**config.mk**
```make
export PLATFORM = sky130hd
export DESIGN_NAME = ps2_host_tx_flat
export DESIGN_NICKNAME = d
export VERILOG_FILES = /design/src/rtl/ps2_pkg.sv /design/src/rtl/ps2_host_tx_if.sv /design/src/rtl/ps2_line_sync.sv /design/src/rtl/ps2_host_tx.sv /design/src/flat_wrapper.sv
export SDC_FILE = /design/constraint.sdc
export NUM_CORES = 1
export LEC_CHECK = 0
export ABC_AREA = 0
export CAP_MARGIN = 20
export CORE_ASPECT_RATIO = 1.5
export CORE_UTILIZATION = 51
export CTS_CLUSTER_DIAMETER = 120
export DETAILED_ROUTE_END_ITERATION = 10
export GPL_TIMING_DRIVEN = 0
export HOLD_SLACK_MARGIN = 0.03
export PLACE_DENSITY = 0.74
export REMOVE_ABC_BUFFERS = 1
export SYNTH_ARGS = -nofsm -noshare
export SYNTH_HDL_FRONTEND = slang
export SYNTH_HIERARCHICAL = 1
export SYNTH_SLANG_ARGS = --single-unit
```
**constraint.sdc**
```tcl
create_clock -name system_clk -period 5 [get_ports system_clk]
set_clock_uncertainty 0.05 [all_clocks]
set_input_delay 1 -clock system_clk [delete_from_list [all_inputs] [get_ports system_clk]]
set_output_delay 1 -clock system_clk [all_outputs]
set_load 0.01 [all_outputs]
```
**src/rtl/ps2_pkg.sv**
```systemverilog
// -----------------------------------------------------------------------------
// ps2_pkg
//  Shared definitions for the PS/2 host transmitter and its companion receiver:
//  FSM state encoding, frame geometry, common keyboard command bytes and the
//  PS/2 odd-parity helper.
// -----------------------------------------------------------------------------
package ps2_pkg;

  // FSM state encoding, kept as plain constants so legacy code can compare
  // against raw 3-bit values.
  typedef logic [2:0] ps2_state_t;

  localparam ps2_state_t ST_IDLE      = 3'd0;
  localparam ps2_state_t ST_INHIBIT   = 3'd1;
  localparam ps2_state_t ST_REQ       = 3'd2;
  localparam ps2_state_t ST_SEND      = 3'd3;
  localparam ps2_state_t ST_ACK       = 3'd4;
  localparam ps2_state_t ST_WAIT_IDLE = 3'd5;

  // start + 8 data + parity + stop
  localparam int PS2_FRAME_BITS = 11;

  // Common host-to-keyboard commands.
  localparam logic [7:0] PS2_CMD_SET_LEDS = 8'hED;
  localparam logic [7:0] PS2_CMD_ENABLE   = 8'hF4;
  localparam logic [7:0] PS2_CMD_RESET    = 8'hFF;

  // PS/2 uses odd parity: the parity bit makes the count of ones in
  // data+parity odd.
  function automatic logic ps2_odd_parity(input logic [7:0] data);
    return ~^data;
  endfunction

endpackage

```
**src/rtl/ps2_host_tx_if.sv**
```systemverilog
// -----------------------------------------------------------------------------
// ps2_host_tx_if
//  Command handshake between a client and the PS/2 host transmitter.
//   tx_data  : command byte to send
//   tx_valid : request; byte taken on a cycle with tx_valid & tx_ready
//   tx_ready : transmitter idle and able to accept
//   tx_done  : one-cycle pulse at the end of every accepted transfer
//   tx_error : qualifies tx_done; 1 = no ACK from the device or timeout
//  master = client issuing commands, slave = the transmitter.
// -----------------------------------------------------------------------------
interface ps2_host_tx_if;

  logic [7:0] tx_data;
  logic       tx_valid;
  logic       tx_ready;
  logic       tx_done;
  logic       tx_error;

  modport master (
    output tx_data,
    output tx_valid,
    input  tx_ready,
    input  tx_done,
    input  tx_error
  );

  modport slave (
    input  tx_data,
    input  tx_valid,
    output tx_ready,
    output tx_done,
    output tx_error
  );

endinterface

```
**src/rtl/ps2_line_sync.sv**
```systemverilog
// -----------------------------------------------------------------------------
// ps2_line_sync
//  Brings the raw, asynchronous PS/2 clock and data lines into the system_clk
//  domain and produces a one-cycle pulse on each synchronized 1->0 transition
//  of the PS/2 clock. Shared by the host transmitter and the receiver.
//  Ports:
//   system_clk   : system clock
//   reset        : synchronous, active-low reset
//   ps2_clk_raw  : raw PS/2 clock line
//   ps2_data_raw : raw PS/2 data line
//   ps2_clk_s    : synchronized PS/2 clock
//   ps2_data_s   : synchronized PS/2 data (same latency as ps2_clk_s)
//   ps2_fall     : one-cycle pulse on synchronized PS/2 clock falling edge
// -----------------------------------------------------------------------------
module ps2_line_sync #(
  parameter int SYNC_STAGES = 2
) (
  input  logic system_clk,
  input  logic reset,
  input  logic ps2_clk_raw,
  input  logic ps2_data_raw,
  output logic ps2_clk_s,
  output logic ps2_data_s,
  output logic ps2_fall
);

  logic [SYNC_STAGES-1:0] clk_pipe;
  logic [SYNC_STAGES-1:0] data_pipe;
  logic                   clk_prev;

  // Idle PS/2 lines float high, so the chains reset to 1 to avoid a
  // spurious falling edge right after reset.
  // NOTE: flops are written with non-blocking assignments so every stage
  // samples the value its predecessor held before this edge.
  always_ff @(posedge system_clk) begin
    if (!reset) begin
      clk_pipe  <= '1;
      data_pipe <= '1;
      clk_prev  <= 1'b1;
    end else begin
      clk_pipe  <= {clk_pipe[SYNC_STAGES-2:0], ps2_clk_raw};
      data_pipe <= {data_pipe[SYNC_STAGES-2:0], ps2_data_raw};
      clk_prev  <= clk_pipe[SYNC_STAGES-1];
    end
  end

  assign ps2_clk_s  = clk_pipe[SYNC_STAGES-1];
  assign ps2_data_s = data_pipe[SYNC_STAGES-1];
  assign ps2_fall   = clk_prev & ~clk_pipe[SYNC_STAGES-1];

endmodule

```
**src/rtl/ps2_host_tx.sv**
```systemverilog
// -----------------------------------------------------------------------------
// ps2_host_tx
//  Host-to-device PS/2 transmitter. Sends one command byte to the keyboard
//  over the shared open-drain PS2_clk / PS2_data lines: inhibits the clock,
//  issues the request-to-send start bit, shifts data/parity/stop out on the
//  device's falling clock edges and checks the device ACK.
//  Ports:
//   system_clk  : system clock, all logic on posedge
//   reset       : synchronous, active-low reset
//   tx          : command handshake (slave side of ps2_host_tx_if)
//   rx_inhibit  : high whenever a transfer is in progress, so the companion
//                 receiver ignores line activity
//   PS2_clk_in  : raw PS/2 clock line
//   PS2_data_in : raw PS/2 data line
//   PS2_clk_oe  : 1 = pull PS2_clk low, 0 = release
//   PS2_data_oe : 1 = pull PS2_data low, 0 = release
// -----------------------------------------------------------------------------
module ps2_host_tx
  import ps2_pkg::*;
#(
  parameter int INHIBIT_CYCLES = 5000,
  parameter int TIMEOUT_CYCLES = 750000,
  parameter int SYNC_STAGES    = 2
) (
  input  logic          system_clk,
  input  logic          reset,
  ps2_host_tx_if.slave  tx,
  output logic          rx_inhibit,
  input  logic          PS2_clk_in,
  input  logic          PS2_data_in,
  output logic          PS2_clk_oe,
  output logic          PS2_data_oe
);

  localparam int INH_W = $clog2(INHIBIT_CYCLES) + 1;
  localparam int TO_W  = $clog2(TIMEOUT_CYCLES) + 1;

  localparam logic [INH_W-1:0] INH_LAST = INH_W'(INHIBIT_CYCLES - 1);
  localparam logic [TO_W-1:0]  TO_LAST  = TO_W'(TIMEOUT_CYCLES - 1);

  // Index of the last shifted bit (stop) and saturation value of bit_cnt.
  localparam logic [3:0] BIT_LAST = 4'(PS2_FRAME_BITS - 2);
  localparam logic [3:0] BIT_MAX  = 4'(PS2_FRAME_BITS);

  ps2_state_t       state;
  logic [9:0]       shift;      // {stop, parity, data[7:0]}
  logic [3:0]       bit_cnt;
  logic [INH_W-1:0] inh_cnt;
  logic [TO_W-1:0]  to_cnt;
  logic             data_oe;
  logic             err_q;      // device did not ACK

  logic ps2_clk_s;
  logic ps2_data_s;
  logic ps2_fall;

  logic accept;
  logic timeout_hit;
  logic line_idle_done;

  ps2_line_sync #(
    .SYNC_STAGES (SYNC_STAGES)
  ) u_line_sync (
    .system_clk   (system_clk),
    .reset        (reset),
    .ps2_clk_raw  (PS2_clk_in),
    .ps2_data_raw (PS2_data_in),
    .ps2_clk_s    (ps2_clk_s),
    .ps2_data_s   (ps2_data_s),
    .ps2_fall     (ps2_fall)
  );

  assign accept = tx.tx_valid && (state == ST_IDLE);

  // Timeout covers everything after the host releases the clock; it fires on
  // the last counted cycle so the transfer ends exactly TIMEOUT_CYCLES cycles
  // after the request cycle.
  assign timeout_hit = ((state == ST_SEND) || (state == ST_ACK) ||
                        (state == ST_WAIT_IDLE)) && (to_cnt == TO_LAST);

  // Both lines back high after the ACK bit: transfer complete.
  assign line_idle_done = (state == ST_WAIT_IDLE) && ps2_clk_s && ps2_data_s;

  always_ff @(posedge system_clk) begin
    if (!reset) begin
      state   <= ST_IDLE;
      shift   <= '0;
      bit_cnt <= '0;
      inh_cnt <= '0;
      to_cnt  <= '0;
      data_oe <= 1'b0;
      err_q   <= 1'b0;
    end else if (timeout_hit) begin
      // Timeout takes priority over any same-cycle PS/2 clock edge.
      state   <= ST_IDLE;
      data_oe <= 1'b0;
    end else begin
      case (state)
        ST_IDLE: begin
          if (accept) begin
            shift   <= {1'b1, ps2_odd_parity(tx.tx_data), tx.tx_data};
            bit_cnt <= '0;
            inh_cnt <= '0;
            err_q   <= 1'b0;
            state   <= ST_INHIBIT;
          end
        end

        ST_INHIBIT: begin
          if (inh_cnt == INH_LAST) begin
            data_oe <= 1'b1;     // start bit
            state   <= ST_REQ;
          end else begin
            inh_cnt <= inh_cnt + 1'b1;
          end
        end

        ST_REQ: begin
          // Device clock edges are ignored here; the clock is still ours.
          to_cnt <= '0;
          state  <= ST_SEND;
        end

        ST_SEND: begin
          to_cnt <= to_cnt + 1'b1;
          if (ps2_fall) begin
            data_oe <= ~shift[bit_cnt];
            if (bit_cnt != BIT_MAX) begin
              bit_cnt <= bit_cnt + 1'b1;
            end
            if (bit_cnt == BIT_LAST) begin
              state <= ST_ACK;
            end
          end
        end

        ST_ACK: begin
          to_cnt <= to_cnt + 1'b1;
          if (ps2_fall) begin
            err_q <= ps2_data_s;   // device pulls data low to ACK
            state <= ST_WAIT_IDLE;
          end
        end

        ST_WAIT_IDLE: begin
          to_cnt <= to_cnt + 1'b1;
          if (line_idle_done) begin
            data_oe <= 1'b0;
            state   <= ST_IDLE;
          end
        end

        default: begin
          data_oe <= 1'b0;
          state   <= ST_IDLE;
        end
      endcase
    end
  end

  // tx_done is decoded on the last busy cycle, so tx_ready (IDLE) rises on the
  // following cycle and the two are never high together.
  // NOTE: every output of this block gets a default first, so no path leaves
  // a signal unassigned and no latch is inferred.
  always_comb begin
    tx.tx_done  = 1'b0;
    tx.tx_error = 1'b0;
    if (timeout_hit) begin
      tx.tx_done  = 1'b1;
      tx.tx_error = 1'b1;
    end else if (line_idle_done) begin
      tx.tx_done  = 1'b1;
      tx.tx_error = err_q;
    end
  end

  assign tx.tx_ready  = (state == ST_IDLE);
  assign rx_inhibit   = (state != ST_IDLE);
  assign PS2_clk_oe   = (state == ST_INHIBIT) || (state == ST_REQ);
  assign PS2_data_oe  = data_oe;

endmodule

```
**src/flat_wrapper.sv**
```systemverilog
// flat-port wrapper written by rule: the top's interface ports become plain ports
module ps2_host_tx_flat import ps2_pkg::*;
#(
  parameter int INHIBIT_CYCLES = 5000,
  parameter int TIMEOUT_CYCLES = 750000,
  parameter int SYNC_STAGES    = 2
)
  (system_clk, reset, rx_inhibit, PS2_clk_in, PS2_data_in, PS2_clk_oe, PS2_data_oe, tx_tx_data, tx_tx_valid, tx_tx_ready, tx_tx_done, tx_tx_error);
  ps2_host_tx_if tx_i ();
  input  logic system_clk;
  input  logic reset;
  output logic rx_inhibit;
  input  logic PS2_clk_in;
  input  logic PS2_data_in;
  output logic PS2_clk_oe;
  output logic PS2_data_oe;
  input wire logic [$bits(tx_i.tx_data)-1:0] tx_tx_data;
  input wire logic [$bits(tx_i.tx_valid)-1:0] tx_tx_valid;
  output wire logic [$bits(tx_i.tx_ready)-1:0] tx_tx_ready;
  output wire logic [$bits(tx_i.tx_done)-1:0] tx_tx_done;
  output wire logic [$bits(tx_i.tx_error)-1:0] tx_tx_error;
  assign tx_i.tx_data = tx_tx_data;
  assign tx_i.tx_valid = tx_tx_valid;
  assign tx_tx_ready = tx_i.tx_ready;
  assign tx_tx_done = tx_i.tx_done;
  assign tx_tx_error = tx_i.tx_error;
  ps2_host_tx #(.INHIBIT_CYCLES(INHIBIT_CYCLES), .TIMEOUT_CYCLES(TIMEOUT_CYCLES), .SYNC_STAGES(SYNC_STAGES)) u_core (.system_clk(system_clk), .reset(reset), .tx(tx_i), .rx_inhibit(rx_inhibit), .PS2_clk_in(PS2_clk_in), .PS2_data_in(PS2_data_in), .PS2_clk_oe(PS2_clk_oe), .PS2_data_oe(PS2_data_oe));
endmodule
```
==> results of run 1 <==
## state kept, by name (all words and copies together) (netlist names)
| register | flops |
|---|---|
| u_core/u_line_sync/clk_prev | 1 |
| u_core/u_line_sync/clk_pipe | 2 |
| u_core/err_q | 1 |
| u_core/PS2_data_oe | 1 |
| u_core/shift | 10 |
| u_core/inh_cnt | 14 |
| u_core/bit_cnt | 4 |
| u_core/state | 3 |
| u_core/to_cnt | 21 |
| u_core/u_line_sync/data_pipe | 2 |
## synth_stat cells (5+ instances only)
library cell,instances
dfxtp_1,59
nand2_1,46
nor2_1,38
xnor2_1,23
a21oi_1,21
nand3_1,20
o21ai_0,16
a21boi_0,11
or3_1,11
clkbuf_1,9
nand2b_1,9
inv_1,7
nand4_1,7
nor3_1,7
xor2_1,7
and3_1,6
and2_1,5
## area by class of cell
class	count	area (sq um)	share of cell area, %
clock buffers	10	137.6	3.990
clock inverters	6	41.29	1.197
inverters	8	30.03	0.8705
multi-input cells	290	1778	51.54
flip-flops and latches	59	1181	34.24
well taps	72	90.09	2.612
repair buffers	19	191.4	5.550
## critical path, stage by stage, from the launching register on
cell             delay (ps)
dfxtp_1                 410
ha_1                    210
nand3_1                 150
or4_1                   760
o21ai_0                 340
clkdlybuf4s50_1         590
## per-stage QoR
step | std cells | utilization [%]
after global placement | 447 | 56.34
after CTS | 464 | 59.62
after detailed placement | 448 | 56.53
after global routing | 464 | 59.62
after floorplan | 357 | -
final | 464 | 59.62
## power breakdown
| group | leakage [nW] | switching (W) | internal (W) | total [W] |
|---|---|---|---|---|
| sequential | 0.478 | 0.00000807 | 0.000479 | 0.000487 |
| combinational | 0.563 | 0.0000334 | 0.0000333 | 0.0000667 |
| clock | 0.0843 | 0.000191 | 0.000192 | 0.000382 |
## path summary, 6_finish.rpt
check / start / slack [ps] / depth (start not counted) / to
min: u_core/u_line_sync/data_pipe[0] / 360 / 1 / u_core/u_line_sync/data_pipe[1]
max: u_core/to_cnt[0] / 1160 / 5 / tx_tx_done
max reg2reg: u_core/state[0] / 2650 / 5 / u_core/to_cnt[3]
min reg2reg: u_core/u_line_sync/data_pipe[0] / 360 / 1 / u_core/u_line_sync/data_pipe[1]
## cells by family (layout without fill, tap and decap cells)
kind of cell	after synthesis	count (layout)
AOI/OAI and AO/OA	83	83
xor gates and xnor gates	30	30
adders and majority gates	4	4
buffers and inverters	21	43
DFF	59	59
muxes	5	5
and+or+nand+nor	168	168
## metal layers
layer	GRT usage (%)	vias up	part of all wire, %
met5	0	-	0
met2	36.78	43	51
met3	4.009	14	2.4
li1	-	1339	-
met1	25.56	1247	44
met4	11.87	0	2.9
==> results.tsv, run 1 <==
metric	value	unit
run status	completed	
DP HPWL	4448	microns
routed via count	2643	
Data arrival, critical path	2790	ps
Final Critical Period	3837	ps
Min Hold Slack	358.0	ps
clk buf depth	2	
DRC	0	
Worst-Skew Late Latency	330	ps
clock root buffer master	clkbuf_8	
vias in the first global route	2507	
Post-synth EDFFs	0	
TritonRoute pass-1 iters	4	
Power Density	271.4	mW/mm^2
clock sinks	59	
Least-Margin Pin Slew	808.5	ps
xor and xnor fraction of the mapped netlist area	8.635	%
Area contributors post-synth	dfxtp_1 39%, xnor2_1 6.6%, nand2_1 5.7%	
CTS tree	done	
syn_area_per_cell	8.224	sq um
initial antenna violation count	0	
CP Class	flop to output pin	
post-route cell area	0.003450	sq mm
starting density of the core	52.60	%
Post-Synthesis Cell Area	0.003043	sq mm
Pwr Total	0.0009361	W
placed instance area	0.003271	sq mm
warnings from Yosys	6	
Final WS setup	1163	ps
Post-CTS Setup Inserts	0	
Worst Setup End Kind	output pin	
Hold Buf Count CTS	0	
Distinct cells, synth	51	
fin nets	404	
Routed WL	6186	microns
die width	65.07	microns
post-synthesis mux area share	2.467	%
area leader, netlist	dfxtp_1	
relative slew slack	45.93	%
grt ovf	0	
worst ir drop on vdd	195.4	uV
Hold Crit Class	flop to flop	
Area Overhead vs Synth	13.36	%
first-pass GRT wire length	10960	microns
Fmax	0.2606	GHz
remaining antenna violation count	0	
Leak	1.126	nW
max cap viols	0	
top-area cell type share of the netlist area	38.82	%
part of the Yosys area used for sequential elements	38.82	%
global placement routability congestion	0.8546	
Synth Area in Adders	1.645	%
Clock Pin Slew Worst Setup and Hold Paths	60	ps
Rows	34	
Compound-Gate Fraction of Synth Area	17.56	%
part of the cycle the worst path needs	76.74	%
share of cells above drive strength 1	7.143	%
die area	0.006286	sq mm
# IOs	19	
Num CTS Buffers	9	
Async SR Flop Fraction	0	%
Fillers	550	
pins over their slew limit	0	
Fin. Hold Viols	0	
largest net degree at the start of global routing	27	
Yosys reg bits	59	
commonest cells after routing, fill and taps aside	59 x dfxtp_1, 46 x nand2_1, 38 x nor2_1	
DR WL/cell	13.33	microns
die height	96.60	microns
setup violators final	0	
DR vias/cell	5.696	
RSZ-0062 raised after global routing	false	
Synth Instances	370	
Inserted Diodes	0	
Starting DRT DRC Count	130	
CP required	3950	ps
Max H-tree Level	3	
TNS Setup	0	ps
Core ar.	0.005786	sq mm
Post-CTS Resized	0	
post-synthesis simple-gate area fraction	28.13	%
combinational family with the most area after synthesis	simple AND/OR/NAND/NOR gates	
Buffers on Ports	18	
gr usage total	21.87	%
Top FF cell, synth	dfxtp_1	
pre-CTS WS	1597	ps
commonest non-fill, non-tap cell in the layout	dfxtp_1	
Startpoint Class	flop	
crit path max fanout	11	
Note: power is estimated with default switching activity, not from simulation.
==> run 2: changes to the inputs <==
PLACE_DENSITY = 0.77   (was 0.74)
clock period = 3.2 ns   (was 5 ns; I/O delays follow)
==> results.tsv, run 2 (same netlist as run 1, synthesis figures left out) <==
metric	value	unit	change
run status	completed		
Pwr Total	0.001436	W	+53%
post-route cell area	0.003462	sq mm	+0.36%
vias in the first global route	2572		+2.6%
share of cells above drive strength 1	8.397	%	+1.3 points
Flop pwr share	53.1	%	+1.1 points
die area	0.006286	sq mm	unchanged
starting density of the core	52.60	%	unchanged
sw frac	23.76	%	-1.0 points
fin nets	406		+0.50%
Hold Buf Count CTS	0		unchanged
placed instance area	0.003271	sq mm	unchanged
initial antenna violation count	0		unchanged
Fmax	0.3255	GHz	
pins over their slew limit	0		unchanged
first-pass GRT wire length	11280	microns	+3.0%
gr usage total	23.00	%	+1.1 points
Fin. Hold Viols	0		unchanged
max incr delay on CP	540	ps	-220 ps
Inserted Diodes	0		unchanged
global placement routability congestion	0.8491		-0.64%
max reg flops	21		unchanged
DR WL/cell	13.94	microns	+4.6%
Core ar.	0.005786	sq mm	unchanged
part of the cycle the worst path needs	96.02	%	
Least-Margin Pin Slew	807.1	ps	-1.431 ps
Power Density	414.8	mW/mm^2	+53%
clock root buffer master	clkbuf_8		
Starting DRT DRC Count	113		-13%
DRC	0		unchanged
DR vias/cell	5.751		+0.96%
Buffers on Ports	18		unchanged
combinational share of power	7.3	%	+0.2 points
die width	65.07	microns	unchanged
routed via count	2674		+1.2%
setup violators final	0		unchanged
commonest cells after routing, fill and taps aside	56 x dfxtp_1, 46 x nand2_1, 38 x nor2_1		
crit path max fanout	7		-4
Data arrival, critical path	2380	ps	-410 ps
crit-path cells	nor4bb_2, nand2_1, or4_4, a21oi_2, clkdlybuf4s50_1		
Leak	1.143	nW	+1.5%
Fillers	520		-5.5%
Startpoint Class	flop		
relative slew slack	46.03	%	+0.096 points
clk buf depth	2		unchanged
clock sinks	59		unchanged
die height	96.60	microns	unchanged
CP required	2510	ps	-1440 ps
# IOs	19		unchanged
Worst Setup End Kind	output pin		
grt ovf	0		unchanged
RSZ-0062 raised after global routing	false		
Clock Pin Slew Worst Setup and Hold Paths	70	ps	about the same
TritonRoute pass-1 iters	4		unchanged
clock share of power	39.7	%	-1.1 points
max cap viols	0		unchanged
Worst-Skew Late Latency	340	ps	about the same
Area Overhead vs Synth	13.77	%	
Rows	34		unchanged
Num CTS Buffers	9		unchanged
Max H-tree Level	3		unchanged
Routed WL	6483	microns	+4.8%
DP HPWL	4524	microns	+1.7%
remaining antenna violation count	0		unchanged
CTS tree	done		
Largest regs	u_core/to_cnt (21), u_core/inh_cnt (14), u_core/shift (10)		
Largest Register	u_core/to_cnt		
internal power	0.001095	W	+56%
commonest non-fill, non-tap cell in the layout	dfxtp_1		
TNS Setup	0	ps	unchanged
CP Class	flop to output pin		
largest net degree at the start of global routing	27		unchanged
switching power	0.0003412	W	+47%
Hold Crit Class	flop to flop		
CP max-delay cell	clkdlybuf4s50_1		
Final Critical Period	3073	ps	
worst ir drop on vdd	334.8	uV	+71%
## run 2: cell types whose count changed in the layout (fill, tap and decap cells not counted), moves of 2 or more
cell        before  now
clkinvlp_4       3    0
dfxtp_1         59   56
dfxtp_2          0    3
buf_4            0    2
clkbuf_1         0    2
## run 2: power groups by stage
stage	clock network, W	registers (W)	logic [W]
after floorplan	0	0.000774	0.0000638
after global placement	0	0.000777	0.000101
after detailed placement	0	0.000778	0.000105
after CTS	0.000591	0.000761	0.000105
after global routing	0.000625	0.000764	0.000118
final	0.000570	0.000762	0.000104
## run 2: what timing repair did
item / CTS / global route
endpoints found under the setup margin: 2 / 1
buffers inserted: 0 / 2
pin swaps: 1 / 2
gates resized for setup: 7 / 1
## run 2: worst paths after layout
path / endpoint / slack, ps / from / cells past startpoint
max: tx_tx_error / 130 / u_core/to_cnt[4] / 5
min: u_core/u_line_sync/clk_pipe[1] / 360 / u_core/u_line_sync/clk_pipe[0] / 1
max reg2reg: u_core/bit_cnt[3] / 970 / u_core/to_cnt[4] / 7
min reg2reg: u_core/u_line_sync/clk_pipe[1] / 360 / u_core/u_line_sync/clk_pipe[0] / 1
## run 2: layer usage
layer,share of wire (%),vias to the layer above,global-route usage [%]
met5,0,-,0
met4,0.99,0,10.37
met3,3.5,8,5.778
met2,54,51,40.22
met1,41,1263,25.41
li1,-,1352,-
## run 2: cell type report
class                   instances  area (sq um)  area share (%)
clock buffers                  12         145.1           4.192
repair buffers                 21         205.2           5.927
flip-flops and latches         59          1185           34.22
clock inverters                 3         15.01          0.4337
well taps                      72         90.09           2.602
inverters                       8         30.03          0.8674
multi-input cells             290          1792           51.75
## run 2: through the flow
stage / util, % / std cells / hold WS, ps / setup WS (ps)
after global placement: 56.34 / 447 / 339.1 / 180.4
final: 59.84 / 465 / 358.9 / 127.5
after global routing: 59.84 / 465 / 375.7 / 25.76
after floorplan: - / 357 / 336.3 / 822.4
after detailed placement: 56.53 / 448 / 347.2 / 155.0
after CTS: 59.56 / 463 / 361.1 / 1.393
## run 2: worst max-delay path: cells and delay by family, from the launching register on
family | cells | cell delay (ps)
AO/OA/AOI/OAI | 1 | 170
buffers and inverters | 1 | 540
flip-flops | 1 | 380
AND/OR/NAND/NOR | 3 | 950
